--- src/rtl/line_window_gen.sv ---
// Line-buffer controller that cascades raster rows through two external 1-cycle RAMs
// and emits a registered 3x3 window for every interior pixel of the frame.
module line_window_gen #(
  parameter int IMG_WIDTH  = 1600,
  parameter int IMG_HEIGHT = 1200,
  parameter int ADDR_W     = 11,
  parameter int DATA_W     = 8
) (
  input  logic                clk,
  input  logic                rst_n,
  input  logic [DATA_W-1:0]   in_pixel,
  input  logic                in_valid,
  input  logic                in_sof,
  output logic [ADDR_W-1:0]   lb0_addr,
  output logic                lb0_we,
  output logic [DATA_W-1:0]   lb0_din,
  input  logic [DATA_W-1:0]   lb0_dout,
  output logic [ADDR_W-1:0]   lb1_addr,
  output logic                lb1_we,
  output logic [DATA_W-1:0]   lb1_din,
  input  logic [DATA_W-1:0]   lb1_dout,
  output logic                win_valid,
  output logic [9*DATA_W-1:0] win_data,
  output logic                frame_done
);

  localparam int ROW_W = $clog2(IMG_HEIGHT);

  localparam logic [ADDR_W-1:0] LAST_COL = ADDR_W'(IMG_WIDTH - 1);
  localparam logic [ROW_W-1:0]  LAST_ROW = ROW_W'(IMG_HEIGHT - 1);

  // Raster position of the pixel presented this cycle
  logic [ADDR_W-1:0] r_col;
  logic [ROW_W-1:0]  r_row;
  logic              w_sof;
  logic [ADDR_W-1:0] w_cur_col;
  logic [ROW_W-1:0]  w_cur_row;
  logic              w_last_col;
  logic              w_last_row;

  assign w_sof      = in_sof & in_valid;
  assign w_cur_col  = w_sof ? '0 : r_col;
  assign w_cur_row  = w_sof ? '0 : r_row;
  assign w_last_col = (w_cur_col == LAST_COL);
  assign w_last_row = (w_cur_row == LAST_ROW);

  // NOTE: sequential state uses non-blocking assignments so every register samples
  // pre-edge values; blocking here would let later statements see updated state.
  always_ff @(posedge clk or negedge rst_n) begin
    if (!rst_n) begin
      r_col <= '0;
      r_row <= '0;
    end else if (in_valid) begin
      if (w_last_col) begin
        r_col <= '0;
        r_row <= w_last_row ? '0 : w_cur_row + ROW_W'(1);
      end else begin
        r_col <= w_cur_col + ADDR_W'(1);
        r_row <= w_cur_row;
      end
    end
  end

  // Stage 0: the pixel is written to lb0 while the row above is read out
  assign lb0_addr = w_cur_col;
  assign lb0_din  = in_pixel;
  assign lb0_we   = in_valid & rst_n;

  // Stage 1
  logic [DATA_W-1:0] r_pixel_d1;
  logic [ADDR_W-1:0] r_col_d1;
  logic [ROW_W-1:0]  r_row_d1;
  logic              r_valid_d1;

  always_ff @(posedge clk or negedge rst_n) begin
    if (!rst_n) begin
      r_pixel_d1 <= '0;
      r_col_d1   <= '0;
      r_row_d1   <= '0;
      r_valid_d1 <= 1'b0;
    end else begin
      r_valid_d1 <= in_valid;
      if (in_valid) begin
        r_pixel_d1 <= in_pixel;
        r_col_d1   <= w_cur_col;
        r_row_d1   <= w_cur_row;
      end
    end
  end

  // lb0 read data (row-1) moves into lb1 while lb1 returns row-2
  assign lb1_addr = r_col_d1;
  assign lb1_din  = lb0_dout;
  assign lb1_we   = r_valid_d1;

  // Stage 2: RAM outputs are only meaningful the cycle right after their write
  logic [DATA_W-1:0] r_bot;
  logic [DATA_W-1:0] r_mid;
  logic [ADDR_W-1:0] r_col_d2;
  logic [ROW_W-1:0]  r_row_d2;
  logic              r_last_d2;
  logic              r_valid_d2;

  always_ff @(posedge clk or negedge rst_n) begin
    if (!rst_n) begin
      r_bot      <= '0;
      r_mid      <= '0;
      r_col_d2   <= '0;
      r_row_d2   <= '0;
      r_last_d2  <= 1'b0;
      r_valid_d2 <= 1'b0;
    end else begin
      r_valid_d2 <= r_valid_d1;
      if (r_valid_d1) begin
        r_bot     <= r_pixel_d1;
        r_mid     <= lb0_dout;
        r_col_d2  <= r_col_d1;
        r_row_d2  <= r_row_d1;
        r_last_d2 <= (r_col_d1 == LAST_COL) && (r_row_d1 == LAST_ROW);
      end
    end
  end

  // Stage 3: shift window columns left, new column enters at j=2
  logic [DATA_W-1:0] r_top_col [3];
  logic [DATA_W-1:0] r_mid_col [3];
  logic [DATA_W-1:0] r_bot_col [3];
  logic              r_win_valid;
  logic              r_frame_done;
  logic              w_win_ok;

  // Rows 0-1 and columns 0-1 hold stale RAM data or previous-line pixels
  assign w_win_ok = r_valid_d2 && (r_row_d2 >= ROW_W'(2)) && (r_col_d2 >= ADDR_W'(2));

  always_ff @(posedge clk or negedge rst_n) begin
    if (!rst_n) begin
      for (int j = 0; j < 3; j++) begin
        r_top_col[j] <= '0;
        r_mid_col[j] <= '0;
        r_bot_col[j] <= '0;
      end
      r_win_valid  <= 1'b0;
      r_frame_done <= 1'b0;
    end else begin
      r_win_valid  <= w_win_ok;
      r_frame_done <= w_win_ok & r_last_d2;
      if (r_valid_d2) begin
        for (int j = 0; j < 2; j++) begin
          r_top_col[j] <= r_top_col[j+1];
          r_mid_col[j] <= r_mid_col[j+1];
          r_bot_col[j] <= r_bot_col[j+1];
        end
        r_top_col[2] <= lb1_dout;
        r_mid_col[2] <= r_mid;
        r_bot_col[2] <= r_bot;
      end
    end
  end

  // NOTE: combinational blocks assign a default first so no path leaves a bit
  // unassigned, which would otherwise infer a latch.
  always_comb begin
    win_data = '0;
    for (int j = 0; j < 3; j++) begin
      win_data[DATA_W*(0+j) +: DATA_W] = r_top_col[j];
      win_data[DATA_W*(3+j) +: DATA_W] = r_mid_col[j];
      win_data[DATA_W*(6+j) +: DATA_W] = r_bot_col[j];
    end
  end

  assign win_valid  = r_win_valid;
  assign frame_done = r_frame_done;

endmodule

--- config.mk ---
export PLATFORM = sky130hd
export DESIGN_NAME = line_window_gen
export DESIGN_NICKNAME = d
export VERILOG_FILES = /design/src/rtl/line_window_gen.sv
export SDC_FILE = /design/constraint.sdc
export NUM_CORES = 1
export LEC_CHECK = 0
export CAP_MARGIN = 20
export CORE_ASPECT_RATIO = 0.6
export CORE_MARGIN = 8
export CORE_UTILIZATION = 55
export DETAILED_ROUTE_END_ITERATION = 6
export PLACE_DENSITY = 0.93
export REMOVE_ABC_BUFFERS = 1
export SLEW_MARGIN = 0
export SYNTH_ARGS = -nofsm -noshare
export SYNTH_HDL_FRONTEND = slang
export SYNTH_SLANG_ARGS = --single-unit
--- constraint.sdc ---
create_clock -name clk -period 6.5 [get_ports clk]
set_input_delay 1.95 -clock clk [delete_from_list [all_inputs] [get_ports clk]]
set_output_delay 1.95 -clock clk [all_outputs]
set_load 0.005 [all_outputs]
Word level (Yosys, flattened, before mapping)
Index checks and enable logic that the tools add are counted.
{"block": "classes", "add_sub_neg": 2, "n_reduce_logical": 3, "muxes": 5, "n_lt_le_gt_ge": 2, "n_bitwise": 3, "eq_ne": 4}
{"operator": "11-bit two-way mux", "count": 5}
{"operator": "11-bit equality test (second input constant)", "count": 4}
{"operator": "11-bit by 1-bit adder with 11-bit output (second input constant)", "count": 2}
{"operator": "11-bit by 2-bit >= comparator with 1-bit output (second input constant)", "count": 2}
{"operator": "1-bit AND", "count": 3}
{"operator": "1-bit logical AND", "count": 3}
{"block": "word_totals", "ff_bits": 167, "wordCells": 42}

Depth between registers and ports, before layout
{"block": "depth", "depth_word": 5, "depth_mapped": 11, "ltp_nobuf": 8}

Least setup slack after synthesis
OpenSTA, ideal clock, no wires.
{"block": "synth_path", "kind": "input-to-output", "start": "input in_valid", "end": "output lb0_we", "path_stages": 4, "path_slack_ps": 1701, "arrival_time_ps": 2849, "t_required_ps": 4550, "cell_sequence": "clkbuf_8 -> clkbuf_1 -> clkbuf_1 -> and2_1"}
{"block": "synth_via", "elab_chain_len": 1}
{"element": "from (decl)", "line_no": "12", "text": "input logic in_valid,"}
{"element": "1-bit AND", "line_no": "67", "text": "assign lb0_we = in_valid & rst_n;"}
{"element": "to (decl)", "line_no": "15", "text": "output logic lb0_we,"}
No other way between the ends.

Worst setup path after layout
{"block": "layout_path", "start": "input in_sof", "end": "output lb0_addr[1]"}
{"block": "layout_via", "elab_chain_len": 2}
{"element": "from (decl)", "line_no": "13", "text": "input logic in_sof,"}
{"element": "1-bit AND", "line_no": "41", "text": "assign w_sof = in_sof & in_valid;"}
{"element": "11-bit two-way mux", "line_no": "42", "text": "assign w_cur_col = w_sof ? '0 : r_col;"}
{"element": "to (decl)", "line_no": "14", "text": "output logic [ADDR_W-1:0] lb0_addr,"}
No other way between the ends.

==> flow_metrics.tcl <==
set metrics [dict create \
    status "finished, final reports clean" \
    r2r_start "r_col[0]" \
    antenna_cells 0 \
    grt_max_degree 82 \
    cts_buffers 17 \
    clkLatencyLatePin_ps 420 \
    fp-row-count 32 \
    crit_path_start_kind "primary input" \
    io_buffers 141 \
    cts.path.max_buffers 2 \
    post-route-period-util_pct 89.2 \
    r2r_setup_slack_ps 3870 \
    cts_setup_buffers 0 \
    critPathLaunch "in_sof" \
    synth_ff_type "dfrtp_1" \
    cts_hold_buf 0 \
    fp.dieW_um 162 \
    drt-pass1-iter-count 6 \
    hold_slack_ps 498 \
    multi_input_area_sq_um 2640 \
    fmax_mhz 172 \
    gp_congestion 0.950 \
    syn_inst 530 \
    syn_area_sq_um 7060 \
    remaining_drc_errors 0 \
    min_period_ps 5800 \
    endpoint "lb0_addr[1]" \
    ff2ff_path_depth 8 \
    cts_tree "yes" \
    final.fill_count 804 \
    setup_viol 0 \
    die_h_um 104 \
    cp-end-kind "primary output" \
    ctsResizeCount 0 \
    post_drt_wl_per_cell_um 21.1 \
    ys_warn_count 0 \
    finalHoldViolations 0 \
    numClockSinks 165 \
    fin_worst_skew_ps 15.1 \
    cts_root_buf "clkbuf_16" \
    synth_seq_cells 165 \
    antenna_left 0 \
    dieArea_sq_um 16800 \
    drv_cap 0 \
    synth-edff-count 0 \
    cp_max_fo 12 \
    mostFrequentLayoutCells "164 x dfrtp_1, 139 x clkdlybuf4s50_1, 132 x mux2_2" \
    rsz0062_at_grt "false" \
    first_global_vias 5106 \
    path_clk_slew_ps 70 \
    max_slew.worst_pin.slew_ps 927 \
    hold_class "reg -> reg" \
    crit_arrival_ps 3850 \
    seq_area_sq_um 4130 \
    synth_area_leaders "dfrtp_1 58%, mux2_2 21%, buf_4 1.7%, nand2_1 1.6%, o21ai_0 1.4%" \
    antenna_found_initial 0 \
    cp.required_ps 4550 \
    routed-via-count 4861 \
    avgSynthCellArea_sq_um 13.3 \
    setup.worst_path.class "in -> out" \
    grt_pass1_wl_um 28500 \
    synthDominantCellAreaShare_pct 58.4 \
    final_common_cell "dfrtp_1" \
    start_util_pct 55.7 \
    irDropWorstVdd_mv 0.227 \
    htree_levels 4 \
    fin_nets 682 \
    area_growth_pct 28.4 \
    max_slew_margin_pct 38.2 \
    rr_endpoint "r_row[0]" \
    yosysTopAreaCell "dfrtp_1" \
    slew_viol_final 0 \
    wirelength_um 17700 \
    io_pins 142 \
    total_leakage_power_nw 3.89 \
    grt_overflow 0 \
    dpl.hpwl_um 11900 \
    core_sq_um 12700 \
    detail_route.iter0.violations 373 \
    synth_cell_types 57 \
    grtUsageTotal_pct 21.3 \
    ys_seq_area_share_pct 58.4 \
    tns_ps 0 \
    drive_above_1_share_pct 28.4 \
    avgViaCountPerCell 5.82 \
    hold_start "r_last_d2" \
    power.density_nw_per_um2 298 \
    synthArstFlopShare_pct 100 \
]
synth_stat cells, drive strengths merged (3+ instances only):
library cell  instances
nand4                 8
buf                  24
a22o                  4
o21ai                20
nand2                30
a31o                  4
a31oi                 5
nor2b                 4
o31ai                 5
inv                   6
dfrtp               165
mux2                132
nor3                  8
a32o                  5
clkbuf               22
o2bb2ai               4
nand3                 9
nor2                 14
nor4                  5
and3                  4
and2                 16
nand2b                3
worst max-delay path, stage by stage:
cell             delay (ps)
clkdlybuf4s50_1         740
nand2_1                 360
and2_1                  340
clkdlybuf4s50_1         460
metal layers:
layer | routed length, um | up-vias | part of all wire, % | track usage, %
met2 | 8790 | 226 | 50 | 35.0
met3 | 1280 | 39 | 7.2 | 5.93
met4 | 404 | 0 | 2.3 | 6.84
li1 | - | 2132 | - | -
met5 | 0 | - | 0 | 0
met1 | 7180 | 2464 | 41 | 26.9
power by group:
| part | switching, mW | leakage, nW | total [mW] | internal, mW |
|---|---|---|---|---|
| sequential | 0.0963 | 2.07 | 1.25 | 1.15 |
| clock | 0.470 | 0.287 | 0.985 | 0.515 |
| combinational | 0.171 | 1.53 | 0.474 | 0.303 |
metrics by stage:
| stage | worst slack, ps | instances | cell area, sq um | util (%) | power, mW |
|---|---|---|---|---|---|
| floorplan | 2160 | 484 | 6790 | - | 1.40 |
| global placement | 807 | 802 | 8470 | 66.7 | 1.70 |
| detailed placement | 733 | 802 | 8470 | 66.7 | 1.73 |
| CTS | 717 | 834 | 9040 | 71.3 | 2.72 |
| global route | 600 | 835 | 9070 | 71.5 | 2.82 |
| finish | 701 | 835 | 9070 | 71.5 | 2.71 |
cells by family after synthesis:
group           Yosys count  share of synthesized area [%]
flops                   165                           58.4
fa+ha+maj                 2                          0.354
mux                     133                           21.2
compound gates           62                           6.34
simple gates            112                           9.02
buf+inv                  52                           4.16
xor+xnor                  4                          0.496
how the worst min path moves through the flow:
stage,slack (ps),end,depth (start not counted)
3_3_place_gp,480,win_data[47],1
6_report,500,frame_done,1
2_1_floorplan,450,frame_done,1
4_1_cts,500,frame_done,1
3_5_place_dp,480,frame_done,1
5_1_grt,520,r_mid[7],1
state kept, by name (all words and copies together), names as in the netlist:
name / flops
lb1_we: 1
lb1_addr: 11
r_row: 11
frame_done: 1
r_pixel_d1: 8
r_row_d2: 10
r_valid_d2: 1
win_data: 72
r_mid: 8
r_last_d2: 1
r_bot: 8
r_col: 11
r_row_d1: 11
win_valid: 1
r_col_d2: 10
cell type report:
| type | instances | area share [%] |
|---|---|---|
| repair buffers | 149 | 16.4 |
| well taps | 170 | 2.34 |
| flip-flops and latches | 165 | 45.5 |
| multi-input cells | 313 | 29.1 |
| clock inverters | 15 | 1.68 |
| clock buffers | 17 | 4.69 |
| inverters | 6 | 0.248 |
No activity file was read; power rests on OpenSTA's default activity.
==> variant 1 (config.mk and constraints unchanged) <==
Change the parameter `ADDR_W` from 11 to 10.
--- a/src/rtl/line_window_gen.sv
+++ b/src/rtl/line_window_gen.sv
@@ -5,3 +5,3 @@
   parameter int IMG_HEIGHT = 1200,
-  parameter int ADDR_W     = 11,
+  parameter int ADDR_W     = 10,
   parameter int DATA_W     = 8
Interface: changed (resized lb0_addr and lb1_addr); port bits go from 142 to 140. No check against the original RTL was run, so the function may have changed too.
==> variant 1 against the original RTL <==
  * First-iteration DRC count grew 7.5%
  * Worst setup slack gained 0.20 ns
  * Sequential share of layout area rose by 0.43 points
  * Combinational power is 8.0% higher
  * Critical path depth is the same
  * Clock skew down 0.0040 ns
  * Synthesized cell count is 3.6% lower
  * Total power up 0.91%
  * Area after synthesis decreased by 3.2%
  * Sequential cell count is 3 lower
  * Sequential power barely moved
  * Cell area shrank 2.7%
  * Wire length fell by 3.8%
  * Largest power group unchanged
==> variant 1: results (changes against the original RTL) <==
[outcome]
run_status = completed  ; unchanged

[setup_path]
r2r_end = r_row[5]  ; was r_row[0]
ff2ff_setup_slack_ns = 4.00  ; was 3.87 ns
cp.arrival_ns = 3.65  ; was 3.85 ns
max_stage_delay_ns = 0.64  ; was 0.74 ns
critical_path_peak_fanout = 10  ; was 12

[placement]
dpl_worst_slack_ns = 0.9266  ; was 0.7327 ns
place.gp.congestion = 0.9307  ; was 0.9499
placed_cells = 779  ; was 802
placement.cell_area_um2 = 8250  ; was 8467 um2
port_buffers = 139  ; was 141
post-dp-hpwl_mm = 11.57  ; was 11.92 mm

[global_route]
grt_start_max_net_pins = 70  ; was 82
track_usage = 0.2099  ; was 0.2130
grt_first_pass_wirelength_mm = 27.17  ; was 28.53 mm
grt_use_met2 = 0.3292  ; was 0.3495
vias_in_the_first_global_route = 4804  ; was 5106
grt_use_met3 = 0.06476  ; was 0.05929

[pwr]
power_density_nw_per_um2 = 309.5  ; was 298.3 nW/um2
net-switching-power_uw = 722.8  ; was 737.8 uW
vdd.ir_drop.worst_mv = 0.2308  ; was 0.2271 mV
power.leakage_nw = 3.767  ; was 3.889 nW

[layout]
drive_gt1_frac = 0.2709  ; was 0.2842
final_net_count = 663  ; was 682

[detailed_routing]
drt_first_pass_iters = 5  ; was 6
detailedRoute.firstIterationViolations = 401  ; was 373
wl_met3_mm = 1.369  ; was 1.277 mm
routedLengthMet1_mm = 7.194  ; was 7.181 mm
routed-wl-met2_mm = 8.134  ; was 8.793 mm

[yosys]
synth_area_leaders = dfrtp_1, mux2_2, buf_4  ; unchanged
netlist_top_cells_count = dfrtp_1, mux2_2, nand2_1  ; unchanged

[sta]
tightestPinTransition_ns = 0.8552  ; was 0.9266 ns
finalHoldWorstSlack_ns = 0.5069  ; was 0.4978 ns
timing.final.ws_setup_ns = 0.9030  ; was 0.7011 ns

[min_path]
timing.hold.worst_endpoint = win_data[31]  ; was frame_done
worstHoldStart = win_data[31]  ; was r_last_d2

-- variant 1: kinds of logic (layout without fill, tap and decap cells) --
family	Yosys count	count (layout)	synth area share
DFF	162	162	0.5929
muxes	131	131	0.2150
and+or+nand+nor	101	101	0.08564
AOI/OAI and AO/OA	60	60	0.06148
buffers and inverters	54	189	0.04007
adders and majority gates	2	2	0.003659
xor gates and xnor gates	1	1	0.001281
-- variant 1: worst max-delay path by stage --
stage	to	cells past startpoint
2_1_floorplan	lb0_addr[0]	2
3_3_place_gp	lb0_addr[2]	4
3_5_place_dp	lb0_addr[7]	4
4_1_cts	lb0_addr[2]	4
5_1_grt	lb0_addr[2]	4
6_report	lb0_addr[7]	4
-- variant 1: layout make-up --
type / instances / area, um2
well taps: 165 / 206.4
multi-input cells: 295 / 2510
flip-flops and latches: 162 / 4055
clock inverters: 14 / 145.1
clock buffers: 18 / 429.2
inverters: 12 / 46.29
fillers: 756 / 3277
repair buffers: 145 / 1433
==> variant 2 (same flow settings) <==
Made on the original files. Reset style: synchronous (`rst_n`), changed in 4 clocked blocks.
--- a/src/rtl/line_window_gen.sv
+++ b/src/rtl/line_window_gen.sv
@@ -48,3 +48,3 @@
   // pre-edge values; blocking here would let later statements see updated state.
-  always_ff @(posedge clk or negedge rst_n) begin
+  always_ff @(posedge clk) begin
     if (!rst_n) begin
@@ -74,3 +74,3 @@
 
-  always_ff @(posedge clk or negedge rst_n) begin
+  always_ff @(posedge clk) begin
     if (!rst_n) begin
@@ -103,3 +103,3 @@
 
-  always_ff @(posedge clk or negedge rst_n) begin
+  always_ff @(posedge clk) begin
     if (!rst_n) begin
@@ -134,3 +134,3 @@
 
-  always_ff @(posedge clk or negedge rst_n) begin
+  always_ff @(posedge clk) begin
     if (!rst_n) begin
Function: differs if rst_n is asserted again (counterexample within 4 cycles, from zero or initial values and one cycle with rst_n low); with rst_n held inactive, the same outputs for 4 cycles.
==> variant 2 against the original RTL <==
  * First-iteration DRC count fell by 13%
  * Worst setup slack improved by 0.12 ns
  * Wire length rose by 2.4%
  * Global-route usage is 0.44 points lower
  * Cell area shrank 1.1%
  * Critical endpoint is now lb0_addr[0]
  * Hold slack got worse by 0.018 ns
  * Sequential share of layout area fell by 0.64 points
  * Register-to-register slack got worse by 0.16 ns
  * Cell count is 9.2% higher
  * Area after synthesis fell by 0.32%
  * Sequential cell count is the same
  * Critical path depth is the same
  * Critical path type unchanged
Power is not compared: it rests on default switching activity, and its combinational part moved more than twofold at a synthesized area within 25%.
==> variant 2: results (changes against the original RTL) <==
[placement]
post-dp-hpwl_mm = 12.43  ; was 11.92 mm
place.gp.congestion = 0.8463  ; was 0.9499

[layout]
drive_gt1_frac = 0.06739  ; was 0.2842
final_net_count = 759  ; was 682
fillerInstances = 876  ; was 804
reg.largest.list = r_bot_col x24, r_mid_col x24, r_top_col x24

[global_route]
grt_start_max_net_pins = 146  ; was 82
grt_first_pass_wirelength_mm = 28.06  ; was 28.53 mm
grt_use_met3 = 0.06403  ; was 0.05929
track_usage = 0.2086  ; was 0.2130
grt_use_met1 = 0.2794  ; was 0.2686
grt_use_met2 = 0.3209  ; was 0.3495
vias_in_the_first_global_route = 5054  ; was 5106
initial_antenna_violation_count = 0  ; unchanged

[sta]
finClkSkew_ns = 0.009860  ; was 0.01510 ns
slew_violations = 0  ; unchanged
max_slew_headroom_at_the_worst_pin = 0.3250  ; was 0.3823

[cts]
cts_max_level = 4  ; unchanged
cts-resized-gates = 0  ; unchanged
postCtsSetupRepairBufs = 0  ; unchanged

[outcome]
run_status = completed  ; unchanged

[setup_path]
timing.critical_path.max_delay_family = buffers and inverters  ; unchanged
critical_path_peak_fanout = 19  ; was 12
cp.arrival_ns = 3.73  ; was 3.85 ns
critical-path-slowest-cell = nand2_1  ; was clkdlybuf4s50_1
max_stage_delay_ns = 0.53  ; was 0.74 ns

[detailed_routing]
dr_total_vias = 5229  ; was 4861
route.detailed.wl_per_inst_um = 19.83  ; was 21.15 um
detailedRoute.firstIterationViolations = 326  ; was 373
drt_first_pass_iters = 5  ; was 6

[yosys]
synth_area_leaders = edfxtp_1, dfxtp_1, mux2i_1  ; was dfrtp_1, mux2_2, buf_4
ys_async_sr_fraction = 0  ; was 1.000
yosys_top_cell_area_share = 0.3070  ; was 0.5845
synth_cell_types = 55  ; was 57
postSynth.topFlopCell = dfxtp_1  ; was dfrtp_1
number_of_enable_flip_flop_cells_after_synthesis = 72  ; was 0
sequential_share_of_the_synthesized_area = 0.5714  ; was 0.5845
netlist_top_cells_count = dfxtp_1, and3_1, edfxtp_1  ; was dfrtp_1, mux2_2, nand2_1
post-synth-top-area-cell = edfxtp_1  ; was dfrtp_1

==> variant 2: cell count changes after synthesis, moves of 20 or more <==
cell / before / now
and3_1: 4 / 80
clkbuf_1: 20 / 40
dfrtp_1: 165 / 0
dfxtp_1: 0 / 93
edfxtp_1: 0 / 72
mux2_2: 132 / 0
mux2i_1: 1 / 60
nor2b_1: 4 / 65
==> variant 2: logic make-up after synthesis <==
kind of cell / count (synthesis) / synth area share
simple gates: 262 / 0.2200
flops: 165 / 0.5714
buf+inv: 69 / 0.04815
compound gates: 68 / 0.07161
mux: 60 / 0.08529
fa+ha+maj: 2 / 0.003553
==> variant 2: final cells by class <==
| cell class | count | area, um2 | share of cell area |
|---|---|---|---|
| Tap cell | 170 | 212.7 | 0.02371 |
| Clock buffer | 19 | 442.9 | 0.04938 |
| Sequential cell | 165 | 4026 | 0.4489 |
| Inverter | 5 | 18.77 | 0.002092 |
| Multi-Input combinational cell | 392 | 2681 | 0.2989 |
| Clock inverter | 13 | 111.4 | 0.01241 |
| Timing Repair Buffer | 148 | 1476 | 0.1646 |
==> variant 2: path summary, 6_finish.rpt <==
check / slack [ns] / from / depth (start not counted) / to
worst max-delay path: 0.82 / in_sof / 4 / lb0_addr[0]
worst min-delay path: 0.48 / r_last_d2 / 1 / frame_done
worst max register to register: 3.71 / r_valid_d2 / 2 / r_bot_col[0][21]
worst min register to register: 0.48 / r_last_d2 / 1 / frame_done
==> variant 2: stage by stage <==
step	area, um2	worst slack, ns	hold WS, ns	util	instances
2_1_floorplan	6721	2.131	0.4305	-	562
3_3_place_gp	8388	0.9308	0.4669	0.6630	879
3_5_place_dp	8388	0.8479	0.4732	0.6630	879
4_1_cts	8942	0.8477	0.4804	0.7068	911
5_1_grt	8970	0.7424	0.4924	0.7090	912
6_report	8970	0.8209	0.4798	0.7090	912
==> variant 2: layer usage <==
metal	wire (um)	vias up
li1	-	2460
met1	8144	2526
met2	8206	221
met3	1540	22
met4	191	0
met5	0	-
==> variant 2: where the power goes <==
group          switching, mW  internal [mW]
combinational         0.0779         0.0901
clock                  0.434          0.512
sequential            0.0190           1.11
total                  0.531           1.72
